<file path="src/rtl/prog_free_run_counter_if.sv">
// Control/status bundle for prog_free_run_counter: the controller drives the
// master side and the counter implements the slave side.
interface prog_free_run_counter_if #(
    parameter int unsigned WIDTH      = 32,
    parameter int unsigned PRESCALE_W = 16
);
    logic                  enable;
    logic [PRESCALE_W-1:0] prescale;
    logic [1:0]            mode;
    logic [WIDTH-1:0]      limit;
    logic                  load;
    logic [WIDTH-1:0]      load_value;
    logic                  clear_wrap;
    logic [WIDTH-1:0]      count;
    logic                  tc;
    logic                  wrap_flag;
    logic                  done;

    modport master (
        output enable, prescale, mode, limit, load, load_value, clear_wrap,
        input  count, tc, wrap_flag, done
    );

    modport slave (
        input  enable, prescale, mode, limit, load, load_value, clear_wrap,
        output count, tc, wrap_flag, done
    );
endinterface

</file>
<file path="src/rtl/prog_free_run_counter.sv">
// Programmable free-running counter: prescaled up/down stepping with wrap or
// one-shot terminal behaviour, synchronous load, tc pulse and sticky wrap flag.
module prog_free_run_counter #(
    parameter int unsigned     WIDTH       = 32,
    parameter int unsigned     PRESCALE_W  = 16,
    parameter logic [WIDTH-1:0] RESET_VALUE = '0
) (
    input  logic                   clk,
    input  logic                   reset,
    prog_free_run_counter_if.slave bus
);
    typedef enum logic [1:0] {
        UP_WRAP      = 2'b00,
        DOWN_WRAP    = 2'b01,
        UP_ONESHOT   = 2'b10,
        DOWN_ONESHOT = 2'b11
    } mode_e;

    mode_e                 mode;
    logic [WIDTH-1:0]      count_q, count_d;
    logic [PRESCALE_W-1:0] pre_cnt_q, pre_cnt_d;
    logic                  tc_q, tc_d;
    logic                  wrap_q, wrap_d;
    logic                  done_q, done_d;
    logic                  step;

    assign mode = mode_e'(bus.mode);
    assign step = bus.enable & ~done_q & (pre_cnt_q == bus.prescale);

    always_comb begin
        count_d   = count_q;
        pre_cnt_d = pre_cnt_q;
        tc_d      = 1'b0;
        done_d    = done_q;
        if (bus.load) begin
            count_d   = bus.load_value;
            pre_cnt_d = '0;
            done_d    = 1'b0;
        end else begin
            if (bus.enable)
                pre_cnt_d = step ? '0 : pre_cnt_q + 1'b1;
            if (step) begin
                unique case (mode)
                    UP_WRAP: begin
                        if (count_q >= bus.limit) begin
                            count_d = '0;
                            tc_d    = 1'b1;
                        end else begin
                            count_d = count_q + 1'b1;
                        end
                    end
                    DOWN_WRAP: begin
                        if (count_q == '0) begin
                            count_d = bus.limit;
                            tc_d    = 1'b1;
                        end else begin
                            count_d = count_q - 1'b1;
                        end
                    end
                    UP_ONESHOT: begin
                        if (count_q >= bus.limit) begin
                            done_d = 1'b1;
                            tc_d   = 1'b1;
                        end else begin
                            count_d = count_q + 1'b1;
                        end
                    end
                    DOWN_ONESHOT: begin
                        if (count_q == '0) begin
                            done_d = 1'b1;
                            tc_d   = 1'b1;
                        end else begin
                            count_d = count_q - 1'b1;
                        end
                    end
                endcase
            end
        end
        // A terminal event being produced or currently shown beats a clear.
        wrap_d = (wrap_q & ~bus.clear_wrap) | tc_d | tc_q;
    end

    always_ff @(posedge clk or negedge reset) begin
        if (!reset) begin
            count_q   <= RESET_VALUE;
            pre_cnt_q <= '0;
            tc_q      <= 1'b0;
            wrap_q    <= 1'b0;
            done_q    <= 1'b0;
        end else begin
            count_q   <= count_d;
            pre_cnt_q <= pre_cnt_d;
            tc_q      <= tc_d;
            wrap_q    <= wrap_d;
            done_q    <= done_d;
        end
    end

    assign bus.count     = count_q;
    assign bus.tc        = tc_q;
    assign bus.wrap_flag = wrap_q;
    assign bus.done      = done_q;
endmodule
</file>
<file path="src/flat_wrapper.sv">
// flat-port wrapper written by rule: the top's interface ports become plain ports
module prog_free_run_counter_flat 
#(
    parameter int unsigned     WIDTH       = 32,
    parameter int unsigned     PRESCALE_W  = 16,
    parameter logic [WIDTH-1:0] RESET_VALUE = '0
)
  (clk, reset, bus_enable, bus_prescale, bus_mode, bus_limit, bus_load, bus_load_value, bus_clear_wrap, bus_count, bus_tc, bus_wrap_flag, bus_done);
  prog_free_run_counter_if #(.WIDTH(WIDTH), .PRESCALE_W(PRESCALE_W)) bus_i ();
  input  logic clk;
  input  logic reset;
  input wire logic [$bits(bus_i.enable)-1:0] bus_enable;
  input wire logic [$bits(bus_i.prescale)-1:0] bus_prescale;
  input wire logic [$bits(bus_i.mode)-1:0] bus_mode;
  input wire logic [$bits(bus_i.limit)-1:0] bus_limit;
  input wire logic [$bits(bus_i.load)-1:0] bus_load;
  input wire logic [$bits(bus_i.load_value)-1:0] bus_load_value;
  input wire logic [$bits(bus_i.clear_wrap)-1:0] bus_clear_wrap;
  output wire logic [$bits(bus_i.count)-1:0] bus_count;
  output wire logic [$bits(bus_i.tc)-1:0] bus_tc;
  output wire logic [$bits(bus_i.wrap_flag)-1:0] bus_wrap_flag;
  output wire logic [$bits(bus_i.done)-1:0] bus_done;
  assign bus_i.enable = bus_enable;
  assign bus_i.prescale = bus_prescale;
  assign bus_i.mode = bus_mode;
  assign bus_i.limit = bus_limit;
  assign bus_i.load = bus_load;
  assign bus_i.load_value = bus_load_value;
  assign bus_i.clear_wrap = bus_clear_wrap;
  assign bus_count = bus_i.count;
  assign bus_tc = bus_i.tc;
  assign bus_wrap_flag = bus_i.wrap_flag;
  assign bus_done = bus_i.done;
  prog_free_run_counter #(.WIDTH(WIDTH), .PRESCALE_W(PRESCALE_W), .RESET_VALUE(RESET_VALUE)) u_core (.clk(clk), .reset(reset), .bus(bus_i));
endmodule
</file>
<file path="config.mk">
export PLATFORM = sky130hd
export DESIGN_NAME = prog_free_run_counter_flat
export DESIGN_NICKNAME = d
export VERILOG_FILES = /design/src/rtl/prog_free_run_counter_if.sv /design/src/rtl/prog_free_run_counter.sv /design/src/flat_wrapper.sv
export SDC_FILE = /design/constraint.sdc
export NUM_CORES = 1
export LEC_CHECK = 0
export CAP_MARGIN = 20
export CELL_PAD_IN_SITES_DETAIL_PLACEMENT = 1
export CELL_PAD_IN_SITES_GLOBAL_PLACEMENT = 1
export CORE_MARGIN = 4
export CORE_UTILIZATION = 25
export CTS_CLUSTER_SIZE = 28
export DETAILED_ROUTE_END_ITERATION = 12
export PLACE_DENSITY = 0.62
export SETUP_SLACK_MARGIN = 0.2
export SLEW_MARGIN = 0
export SYNTH_ARGS = -nofsm -noshare
export SYNTH_HDL_FRONTEND = slang
export SYNTH_SLANG_ARGS = --single-unit
</file>
<file path="constraint.sdc">
create_clock -name clk -period 9.4 [get_ports clk]
set_input_delay 0.94 -clock clk [delete_from_list [all_inputs] [get_ports clk]]
set_output_delay 0.94 -clock clk [all_outputs]
set_load 0.005 [all_outputs]
</file>
### Word level (Yosys, flattened, before mapping)

Cells that the tools add are included.

* register bits after elaboration: 51
* input port bits: 87
* output and inout port bits: 35
* word-level logic and storage cells: 53

* add/subtract/negate cells: 3
* $lt $le $gt $ge: 1
* equal/unequal tests: 8
* mux-type cells: 20
* bitwise gates (word level): 7
* reductions and logical operators: 9

Operators by type and width (count)
* $mux W32: 6
* $pmux W32 S4: 1
* $mux W16: 3
* $add A32 B1 Y32 const B: 1
* $ge A32 B32 Y1: 1
* $logic_not A32 Y1: 1
* $sub A32 B1 Y32 const B: 1
* $add A16 B1 Y16 const B: 1
* $eq A16 B16 Y1: 1
* $mux W1: 8
* $ne A3 B2 Y1 const B: 2
* $ne A3 B3 Y1 const B: 2
* $eq A2 B2 Y1 const B: 2
* $pmux W1 S2: 2
* $reduce_and A4 Y1: 1
* $reduce_bool A2 Y1: 2
* $reduce_or A2 Y1: 2
* $and A1 B1 Y1: 3
* $reduce_and A3 Y1: 1
* $reduce_bool A3 Y1: 1
* $eq A2 B1 Y1 const B: 1
* $logic_not A2 Y1: 1
* $not A1 Y1: 2
* $or A1 B1 Y1: 2

### Logic depth before layout (Yosys ltp)

Gate-level depths: netlist of run 1.

* word-level depth: 7
* gate-level depth with buffers: 11
* gate-level depth less buffers: 10

### Worst setup path before layout of run 1

No wires, ideal clock.

* kind: input -> register
* start: input bus_limit[0]
* end: register u_core.count_q[15], in the netlist u_core.bus.count[15]
* library setup time: 0.095 ns
* arrival: 3.410 ns
* required time: 9.305 ns
* setup slack: 5.894 ns
* stages on the path: 10
* cell sequence: ha_1 nand2b_1 a2111o_1 a32o_1 o41a_1 a211o_1 a21o_1 buf_2 o311a_1 o32ai_2

* cells in the longest elaborated chain, start to end: 5
* elaborated cells on any way between the ends: 7
* those cells by class: order compare (1); eq/ne (1); mux (4); reduce/logical (1)

RTL lines
* from (decl): RTL line flat_wrapper.sv:15 `input wire logic [$bits(bus_i.limit)-1:0] bus_limit;`
* $ge A32 B32 Y1 *: RTL line prog_free_run_counter.sv:45, prog_free_run_counter.sv:61
* $mux W32: RTL line prog_free_run_counter.sv:45 `if (count_q >= bus.limit) begin`
* $pmux W32 S4: RTL line prog_free_run_counter.sv:43 `unique case (mode)`
* $mux W32: RTL line prog_free_run_counter.sv:42 `if (step) begin`
* $mux W32: RTL line prog_free_run_counter.sv:35 `if (bus.load) begin`
* to (signal assigned): RTL line prog_free_run_counter.sv:91 `count_q <= count_d;`
* to (decl): RTL line prog_free_run_counter.sv:20 `logic [WIDTH-1:0] count_q, count_d;`

Every way passes the cells marked *; elsewhere a longest branch is shown, timed or not. The select of a mux whose other input is x is not followed.
A chain may end at the register's enable or synchronous reset.

### Worst setup path after layout of run 1

* start: input bus_limit[0]
* end: register u_core.count_q[8], in the netlist u_core.bus.count[8]

Same word-level chain as after synthesis.

==> results of run 1 <==
through the flow:
step	util	area [sq um]	cells	power, mW	hold slack [ns]
5_1_grt	0.327	6920	1074	0.846	0.526
4_1_cts	0.327	6920	1074	0.800	0.498
3_5_place_dp	0.321	6780	1066	0.600	0.463
6_report	0.327	6920	1074	0.789	0.492
3_3_place_gp	0.321	6780	1066	0.597	0.481
2_1_floorplan	-	5400	714	0.455	0.466
cell usage after synthesis (12+ instances only):
library cell                n  area share
sky130_fd_sc_hd__nand4_1   14       0.016
sky130_fd_sc_hd__xor2_1    21       0.034
sky130_fd_sc_hd__nand3_1   32       0.030
sky130_fd_sc_hd__clkbuf_1  36       0.025
sky130_fd_sc_hd__inv_1     52       0.036
sky130_fd_sc_hd__nor2_1    69       0.048
sky130_fd_sc_hd__nand2_1   57       0.040
sky130_fd_sc_hd__xnor2_1   48       0.078
sky130_fd_sc_hd__nor3_1    33       0.031
sky130_fd_sc_hd__o31ai_1   17       0.024
sky130_fd_sc_hd__buf_2     12       0.011
sky130_fd_sc_hd__dfrtp_1   51        0.24
sky130_fd_sc_hd__ha_1      36       0.083
sky130_fd_sc_hd__a21oi_1   50       0.046
sky130_fd_sc_hd__o21ai_0   27       0.025
sky130_fd_sc_hd__nand2b_1  14       0.016
report_power, final:
group,leakage (nW),total (mW),switching (mW),internal [mW]
combinational,2.05,0.293,0.140,0.153
clock,0.0669,0.195,0.0959,0.0990
sequential,0.646,0.301,0.0632,0.238
flip-flops by register name (all words and copies together), names as in the netlist:
| register | count |
|---|---|
| u_core.bus.count | 32 |
| u_core.bus.done | 1 |
| u_core.bus.tc | 1 |
| u_core.bus.wrap_flag | 1 |
| u_core.pre_cnt_q | 16 |
path summary, 6_finish.rpt:
path,startpoint,to,cells past startpoint,slack (ns)
max,bus_limit[0],u_core.bus.count[8]$_DFFE_PN0P_,11,5.01
min,u_core.bus.tc$_DFF_PN0_,u_core.bus.wrap_flag$_DFF_PN0_,1,0.49
max reg2reg,u_core.bus.count[0]$_DFFE_PN0P_,u_core.bus.count[8]$_DFFE_PN0P_,11,5.41
min reg2reg,u_core.bus.tc$_DFF_PN0_,u_core.bus.wrap_flag$_DFF_PN0_,1,0.49
max in group asynchronous,reset,u_core.bus.count[20]$_DFFE_PN0P_,2,8.09
min in group asynchronous,reset,u_core.pre_cnt_q[4]$_DFFE_PN0P_,2,0.77
routing by layer:
layer | up-vias | wire [um] | global-route usage
met4 | 0 | 409 | 0.0437
li1 | 2748 | - | -
met2 | 119 | 10200 | 0.301
met5 | - | 0 | 0
met1 | 2832 | 10000 | 0.242
met3 | 21 | 1120 | 0.0353
cells by family after synthesis:
kind of cell | share of synthesized area
adders and majority gates | 0.0834
muxes | 0.00649
DFF | 0.236
xor gates and xnor gates | 0.112
and+or+nand+nor | 0.244
AOI/OAI and AO/OA | 0.239
buffers and inverters | 0.0786
final cells by class:
cell class | instances | area, sq um | area share
clock inverters | 2 | 12.5 | 0.00181
flip-flops and latches | 51 | 1280 | 0.184
well taps | 275 | 344 | 0.0497
clock buffers | 6 | 129 | 0.0186
repair buffers | 129 | 1260 | 0.181
inverters | 53 | 199 | 0.0287
multi-input cells | 558 | 3700 | 0.535
==> metrics.log, run 1 <==
INFO  metric tritoncts = built
INFO  metric clk_root_buffer_cell = sky130_fd_sc_hd__clkbuf_16
INFO  metric detail_route.first_pass.iterations = 4
INFO  metric synth-async-reset-ratio = 1.00
INFO  metric crit_path_cell_trace = clkdlybuf4s50_1, ha_1, nand2b_1, a2111o_1, a32o_1, o41a_1, a211o_1, a21oi_2, buf_4, a221oi_1, o31ai_1
INFO  metric diodes = 0
INFO  metric antenna_found_initial = 0
INFO  metric buffer_ports.inserted = 121
INFO  metric min_path_type = reg2reg
INFO  metric buffers_and_inverters_on_the_worst_path = 2
INFO  metric postCtsSetupBuffers = 0
INFO  metric cts.repair.resized = 0
INFO  metric preCtsSetupSlack = 4.63 ns
INFO  metric grt_use_total = 0.181
INFO  metric timing.critical_path.arrival = 4.62 ns
INFO  metric htreeDepth = 2
INFO  metric cts_buffers = 5
INFO  metric via_count = 5720
INFO  metric final_net_count = 921
INFO  metric synth_edf_count = 0
INFO  metric detailed_route_wl = 21.8 mm
INFO  metric post_synth_inst_count = 714
INFO  metric ys_dominant_reg_cell = sky130_fd_sc_hd__dfrtp_1
INFO  metric detail_route.iter0.violations = 269
INFO  metric dp_hpwl = 16.1 mm
INFO  metric cap_violations = 0
INFO  metric layout.cells.most_common_list = sky130_fd_sc_hd__clkdlybuf4s50_1 (118), sky130_fd_sc_hd__nor2_1 (69), sky130_fd_sc_hd__nand2_1 (57)
INFO  metric synth_area = 5400 sq um
INFO  metric gp_routability_congestion = 0.844
INFO  metric path_clk_slew = 0.08 ns
INFO  metric power_leakage = 2.76 nW
INFO  metric most_common_cell_after_layout_fill_and_taps_aside = sky130_fd_sc_hd__clkdlybuf4s50_1
INFO  metric worstSetupStartpointType = input port
INFO  metric fillers = 2540
INFO  metric area_delta_synth_final = 28.2%
INFO  metric fmax_achieved = 0.228 GHz
INFO  metric final-setup-viol-count = 0
INFO  metric seq_cells_post_synth = 51
INFO  metric critical_path_required_time = 9.62 ns
INFO  metric crit_fanout = 12
INFO  metric floorplan.die_area = 24000 sq um
INFO  metric slew-limit-headroom = 0.426
INFO  metric cp_top_family = compound AO/OA/AOI/OAI gates
INFO  metric drc = 0
INFO  metric timing.setup.critical_path_class = in2reg
INFO  metric core_area = 21200 sq um
INFO  metric rsz_0062_raised_after_global_routing = false
INFO  metric globalRoute.totalOverflow = 0
INFO  metric dieHeight = 155 um
INFO  metric postSynthNetCount = 837
INFO  metric timing_max_transition_violations_final = 0
INFO  metric clock_path_buffers = 2
INFO  metric tritoncts_num_sinks = 51
INFO  metric cp_slowest_stage_delay = 0.62 ns
INFO  metric drt-wirelength-per-cell = 20.3 um
INFO  metric setup.worst_path.end_class = flop
INFO  metric drt-vias-per-instance = 5.33
INFO  metric finalClockSkew = 0.00791 ns
INFO  metric initial_core_util = 0.255
INFO  metric tightest_slew = 0.861 ns
INFO  metric design.portCount = 122
INFO  metric grt_pass1_wl = 34.3 mm
INFO  metric synthesis.yosys.warnings = 0
INFO  metric number_of_global_route_vias_before_repair = 5933
INFO  metric final.setup.tns = 0 ns
INFO  metric grt_start_max_net_pins = 52
INFO  metric worst_ir_drop_vdd = 0.0681 mV
INFO  metric outcome = finished, final reports clean
INFO  metric ant_nets = 0
INFO  metric final_min_period_over_clock_period = 0.468
INFO  metric final_period_minus_worst_setup_slack = 4.39 ns
INFO  metric finalWorstSetupSlack = 5.01 ns
INFO  metric postCtsHoldBufs = 0
INFO  metric cp_slowest_cell = sky130_fd_sc_hd__a21oi_2
INFO  metric sequential_element_share_of_the_synthesized_area = 0.236
INFO  metric clk_latency = 0.31 ns
INFO  metric die_w = 155 um
INFO  metric post_route_cells_drive_above_1_share = 0.0438
INFO  metric post_synth.cell_area_avg = 7.56 sq um
INFO  metric post_synth_num_cell_types = 64
INFO  metric rows = 53
INFO  metric power_density = 114 nW/um^2
INFO  metric number_of_endpoints_with_negative_hold_slack_in_the_final_report = 0
Power figures use the tool's default switching activity.
==> run 2: changes to the inputs <==
==> constraint.sdc (replaced) <==
create_clock -name clk -period 4.3 [get_ports clk]
set_input_delay 0.43 -clock clk [delete_from_list [all_inputs] [get_ports clk]]
set_output_delay 0.43 -clock clk [all_outputs]
set_load 0.005 [all_outputs]
==> run 2 against run 1 <==
Against the previous run: design area is 2.2% higher; largest power group is now combinational cells; largest cell class unchanged; clock skew is 0.0030 ns lower; highest routed layer is now met5; worst hold slack better by 0.0042 ns.
==> metrics.log, run 2 (synthesis results as in run 1) <==
INFO  metric dieHeight = 155 um
INFO  metric globalRoute.totalOverflow = 0
INFO  metric rsz_0062_raised_after_global_routing = false
INFO  metric ant_nets = 0
INFO  metric post_route_cells_drive_above_1_share = 0.0614
INFO  metric drc = 0
INFO  metric largest_register_ff_count = 32
INFO  metric layout.area.seq = 1280 sq um
INFO  metric gp_routability_congestion = 0.844
INFO  metric detail_route.iter0.violations = 320
INFO  metric outcome = finished, final reports clean
INFO  metric final-setup-viol-count = 0
INFO  metric drt-vias-per-instance = 5.29
INFO  metric detail_route.first_pass.iterations = 4
INFO  metric area_delta_synth_final = 31.1%
INFO  metric detailed_route_wl = 22.4 mm
INFO  metric postCtsSetupBuffers = 0
INFO  metric final_net_count = 936
INFO  metric crit_fanout = 14
INFO  metric timing.setup.critical_path_class = reg2reg
INFO  metric critical_path_required_time = 4.51 ns
INFO  metric cts_buffers = 5
INFO  metric timing.critical_path.arrival = 3.99 ns
INFO  metric final.setup.tns = 0 ns
INFO  metric cp_slowest_stage_delay = 0.55 ns
INFO  metric worstSetupStartpointType = flop
INFO  metric die_w = 155 um
INFO  metric number_of_endpoints_with_negative_hold_slack_in_the_final_report = 0
INFO  metric power_density = 253 nW/um^2
INFO  metric cp_slowest_cell = sky130_fd_sc_hd__a21oi_2
INFO  metric finish.utilization = 0.334
INFO  metric most_common_cell_after_layout_fill_and_taps_aside = sky130_fd_sc_hd__clkdlybuf4s50_1
INFO  metric clock_path_buffers = 2
INFO  metric grt_use_total = 0.183
INFO  metric number_of_global_route_vias_before_repair = 5853
INFO  metric grt_start_max_net_pins = 45
INFO  metric final_min_period_over_clock_period = 0.877
INFO  metric rows = 53
INFO  metric layout.cells.most_common_list = sky130_fd_sc_hd__clkdlybuf4s50_1 (118), sky130_fd_sc_hd__nor2_1 (69), sky130_fd_sc_hd__nand2_1 (57)
INFO  metric timing_max_transition_violations_final = 0
INFO  metric htreeDepth = 2
INFO  metric min_path_type = reg2reg
INFO  metric initial_core_util = 0.255
INFO  metric cap_violations = 0
INFO  metric finalClockSkew = 0.00489 ns
INFO  metric floorplan.die_area = 24000 sq um
INFO  metric tightest_slew = 0.728 ns
INFO  metric clk_root_buffer_cell = sky130_fd_sc_hd__clkbuf_16
INFO  metric worst_ir_drop_vdd = 0.167 mV
INFO  metric final_period_minus_worst_setup_slack = 3.77 ns
INFO  metric path_clk_slew = 0.08 ns
INFO  metric tritoncts = built
INFO  metric via_count = 5761
INFO  metric fillers = 2538
INFO  metric power_leakage = 2.85 nW
INFO  metric diodes = 0
INFO  metric grt_pass1_wl = 34.6 mm
INFO  metric clk_latency = 0.32 ns
INFO  metric slew-limit-headroom = 0.510
INFO  metric core_area = 21200 sq um
INFO  metric multiInputGateArea = 3700 sq um
INFO  metric design.portCount = 122
INFO  metric tritoncts_num_sinks = 51
INFO  metric buffer_ports.inserted = 121
INFO  metric dp_hpwl = 16.9 mm
INFO  metric crit_path_cell_trace = inv_1, ha_1, nand2b_1, a2111o_1, a32o_1, o41a_1, a211o_1, a21oi_2, buf_12, a211oi_1, o32ai_1
INFO  metric drt-wirelength-per-cell = 20.6 um
INFO  metric fmax_achieved = 0.265 GHz
INFO  metric antenna_found_initial = 2
INFO  metric setup.worst_path.end_class = flop
==> run 2: changes by cell type in the layout (fill, tap and decap cells not counted), sizes merged <==
cell	before	now
buf	11	25
dlygate4sd3	0	1
==> run 2: worst paths after layout <==
check | from | to | slack (ns) | cells after the start
min reg2reg | u_core.bus.tc$_DFF_PN0_ | u_core.bus.wrap_flag$_DFF_PN0_ | 0.50 | 1
max reg2reg | u_core.bus.count[0]$_DFFE_PN0P_ | u_core.bus.count[24]$_DFFE_PN0P_ | 0.53 | 11
min in group asynchronous | reset | u_core.pre_cnt_q[6]$_DFFE_PN0P_ | 0.52 | 2
min | u_core.bus.tc$_DFF_PN0_ | u_core.bus.wrap_flag$_DFF_PN0_ | 0.50 | 1
max | u_core.bus.count[0]$_DFFE_PN0P_ | u_core.bus.count[24]$_DFFE_PN0P_ | 0.53 | 11
max in group asynchronous | reset | u_core.bus.count[16]$_DFFE_PN0P_ | 2.87 | 3
==> run 2: power by group <==
part           leakage, nW  internal (mW)  switching (mW)  total (mW)
sequential           0.646          0.521           0.127       0.647
combinational         2.13          0.353           0.331       0.684
clock               0.0731          0.234           0.223       0.457
==> run 2: timing repair <==
item	CTS	global route
gates resized for setup	0	0
hold endpoints to repair	11	0
hold buffers	1	0
setup endpoints to repair	0	0
==> run 2: cell type report <==
class	count	area share
inverter	53	0.0281
clock inverter	2	0.00230
tap	275	0.0486
sequential	51	0.180
timing repair buffer	144	0.197
multi-input combinational	558	0.524
clock buffer	6	0.0196
==> run 2: routing by layer <==
layer  wire length [um]  global-route usage  vias to the layer above
met5                 26                   0                        -
met4                262              0.0332                        4
met3               1170              0.0434                       19
met2              10500               0.299                      121
met1              10500               0.250                     2843
li1                   -                   -                     2774
==> run 2: per-stage QoR <==
step | worst slack (ns) | cells | power, mW | cell area [sq um] | hold slack (ns)
2_1_floorplan | 1.16 | 714 | 0.994 | 5400 | 0.134
3_5_place_dp | 0.334 | 1080 | 1.34 | 6910 | 0.333
5_1_grt | 0.377 | 1089 | 1.90 | 7080 | 0.514
4_1_cts | 0.531 | 1089 | 1.80 | 7080 | 0.498
3_3_place_gp | 0.400 | 1080 | 1.33 | 6910 | 0.335
6_report | 0.528 | 1089 | 1.79 | 7080 | 0.496
==> run 2: critical path, delay by kind of cell (launching register included) <==
| kind | cells | cell delay (ns) |
|---|---|---|
| compound gates | 7 | 2.30 |
| flops | 1 | 0.52 |
| buf+inv | 2 | 0.38 |
| fa+ha+maj | 1 | 0.30 |
| simple gates | 1 | 0.14 |
==> RTL edit (settings of run 1) <==
`WIDTH` is set to 32 in 3 places; all go to 36.
--- a/src/rtl/prog_free_run_counter_if.sv
+++ b/src/rtl/prog_free_run_counter_if.sv
@@ -1,7 +1,7 @@
 // Control/status bundle for prog_free_run_counter: the controller drives the
 // master side and the counter implements the slave side.
 interface prog_free_run_counter_if #(
-    parameter int unsigned WIDTH      = 32,
+    parameter int unsigned WIDTH      = 36,
     parameter int unsigned PRESCALE_W = 16
 );
     logic                  enable;
--- a/src/rtl/prog_free_run_counter.sv
+++ b/src/rtl/prog_free_run_counter.sv
@@ -1,7 +1,7 @@
 // Programmable free-running counter: prescaled up/down stepping with wrap or
 // one-shot terminal behaviour, synchronous load, tc pulse and sticky wrap flag.
 module prog_free_run_counter #(
-    parameter int unsigned     WIDTH       = 32,
+    parameter int unsigned     WIDTH       = 36,
     parameter int unsigned     PRESCALE_W  = 16,
     parameter logic [WIDTH-1:0] RESET_VALUE = '0
 ) (
--- a/src/flat_wrapper.sv
+++ b/src/flat_wrapper.sv
@@ -1,7 +1,7 @@
 // flat-port wrapper written by rule: the top's interface ports become plain ports
 module prog_free_run_counter_flat 
 #(
-    parameter int unsigned     WIDTH       = 32,
+    parameter int unsigned     WIDTH       = 36,
     parameter int unsigned     PRESCALE_W  = 16,
     parameter logic [WIDTH-1:0] RESET_VALUE = '0
 )
Ports: changed (resized bus_count, bus_limit and bus_load_value); port bits go from 122 to 134. The function was not compared with the original's and may differ.
==> RTL edit against run 1 <==
  * Area after synthesis is 7.0% higher
  * Routed wire length is 7.9% higher
  * Synthesized cell count is 7.8% higher
  * Sequential cell count is 4 higher
  * Total power is 12% higher
  * Via count is 8.0% higher
  * Worst setup slack worse by 410 ps
  * Cell area is 8.1% higher
  * Critical path type unchanged
==> RTL edit: results (changes against run 1) <==
worst skew pair latency=320 ps; Antenna Cells=0 (unchanged); Pwr per Cell Area=118 nW/um^2 (was 114 nW/um^2); post-synth net total=905 (was 837); drt first pass iters=6 (was 4); GRT met1 Usage=0.255 (was 0.242); DP Wirelength=17500 um (was 16100 um); synth warn=0 (unchanged); crit-path max FO=14 (was 12); Fin Hold WS=498 ps (was 492 ps); CTS H-tree lvls=2 (unchanged); vias in the first global route=6384 (was 5933); skew final=8.40 ps (was 7.91 ps); leak pwr=0.00294 uW (was 0.00276 uW); post-route insts no fill=1148 (was 1074); GRT Util Overall=0.183 (was 0.181); share of layout cells above drive strength 1=0.0417 (was 0.0438); synth unique cells=60 (was 64); Vias=6180 (was 5720); met3 Use GR=0.0230 (was 0.0353); top cells by area, synth=dfrtp_1 24%, ha_1 8.7%, xnor2_1 6.5%, nand2_1 5.3%, o21ai_0 4.9% (was dfrtp_1 24%, ha_1 8.3%, xnor2_1 7.8%, nor2_1 4.8%, a21oi_1 4.6%); TritonCTS buffer count=5 (unchanged); fin nets=997 (was 921); sequential share of power=0.373 (was 0.382); Post-Place Worst Slack=4270 ps (was 4630 ps); sequential fraction of the synthesis area=0.238 (was 0.236); WL/cell=20.5 um (was 20.3 um); Mapped Cells=770 (was 714); FF-to-FF path depth=10 (was 11); Worst-path clk slew=80 ps (about the same); Placer Congestion=0.813 (was 0.844); CTS resizes=0 (unchanged); Placement Cell Area=7310 sq um (was 6780 sq um); ys async rst share=1.00 (unchanged); clock buffer depth=2 (unchanged); metal1 wirelength=11100 um (was 10000 um); Detailed Route Iter0 Violations=258 (was 269); worst hold start=u_core.bus.tc (unchanged); top cells by count, synth=82 x nand2_1, 59 x nor2_1, 57 x o21ai_0, 55 x dfrtp_1 (was 69 x nor2_1, 57 x nand2_1, 52 x inv_1, 51 x dfrtp_1, 50 x a21oi_1); largest net degree at the start of global routing=56 (was 52); max reg flops=36 (was 32); Net Sw Frac=0.376 (was 0.379); hold endpoint=u_core.bus.wrap_flag (unchanged); port bufs=133 (was 121); Comb. pwr=319 uW (was 293 uW); r2r setup slk=5210 ps (was 5410 ps); Critical Path AT=5010 ps (was 4620 ps); first-pass GRT wire length=37700 um (was 34300 um); uppermost layer routed=met4 (unchanged); FF-to-FF End=u_core.bus.count[6] (was u_core.bus.count[8]); M2 GR Usage=0.303 (was 0.301); slowest stage delay, CP=640 ps (was 620 ps); worst vdd ir=0.0000649 V (was 0.0000681 V); Slew @ Worst Pin=1160 ps (was 861 ps); metal3 WL=934 um (was 1120 um); CP max-delay cell=or4_1 (was a21oi_2); routed wl met2=11200 um (was 10200 um); status=finished, final reports clean (unchanged); Reg-to-Reg Start=u_core.bus.count[35] (was u_core.bus.count[0]); hold_buf cts=0 (unchanged)
==> RTL edit: changes by cell type after synthesis, moves of 11 or more <==
cell	run 1	this run
o21ai_0	27	57
o21ai_1	1	20
nand2_1	57	82
xor2_1	21	32
or4_1	1	12
nor3_1	33	21
==> RTL edit: worst max-delay path: cells and delay by family <==
family / cells / cell delay (ps)
adders and majority gates: 1 / 300
and+or+nand+nor: 3 / 1460
buffers and inverters: 3 / 880
AOI/OAI and AO/OA: 5 / 1420
==> RTL edit: layout make-up <==
| type | count | area [sq um] |
|---|---|---|
| clock inverter | 3 | 46.3 |
| multi-input combinational | 607 | 3950 |
| clock buffer | 5 | 125 |
| tap | 285 | 357 |
| fill | 2738 | 15200 |
| inverter | 46 | 173 |
| sequential | 55 | 1380 |
| timing repair buffer | 147 | 1450 |
==> RTL edit: worst max path at each step <==
| stage | start | to | slack, ps | cells past startpoint |
|---|---|---|---|---|
| finish | bus_limit[35] | u_core.bus.count[6] | 4600 | 12 |
| global route | bus_limit[35] | u_core.bus.count[6] | 4350 | 12 |
| CTS | bus_limit[35] | u_core.bus.count[6] | 4590 | 12 |
| detailed placement | bus_limit[35] | u_core.bus.count[6] | 4270 | 12 |
| global placement | bus_limit[35] | u_core.bus.count[13] | 4370 | 11 |
| floorplan | bus_limit[35] | u_core.bus.count[1] | 5740 | 11 |
==> RTL edit: kinds of logic after synthesis <==
| logic type | share of synthesized area |
|---|---|
| flip-flops | 0.238 |
| XOR/XNOR | 0.114 |
| AO/OA/AOI/OAI | 0.234 |
| AND/OR/NAND/NOR | 0.245 |
| adder cells (fa/ha/maj) | 0.0866 |
| multiplexers | 0.00195 |
| buffers and inverters | 0.0801 |
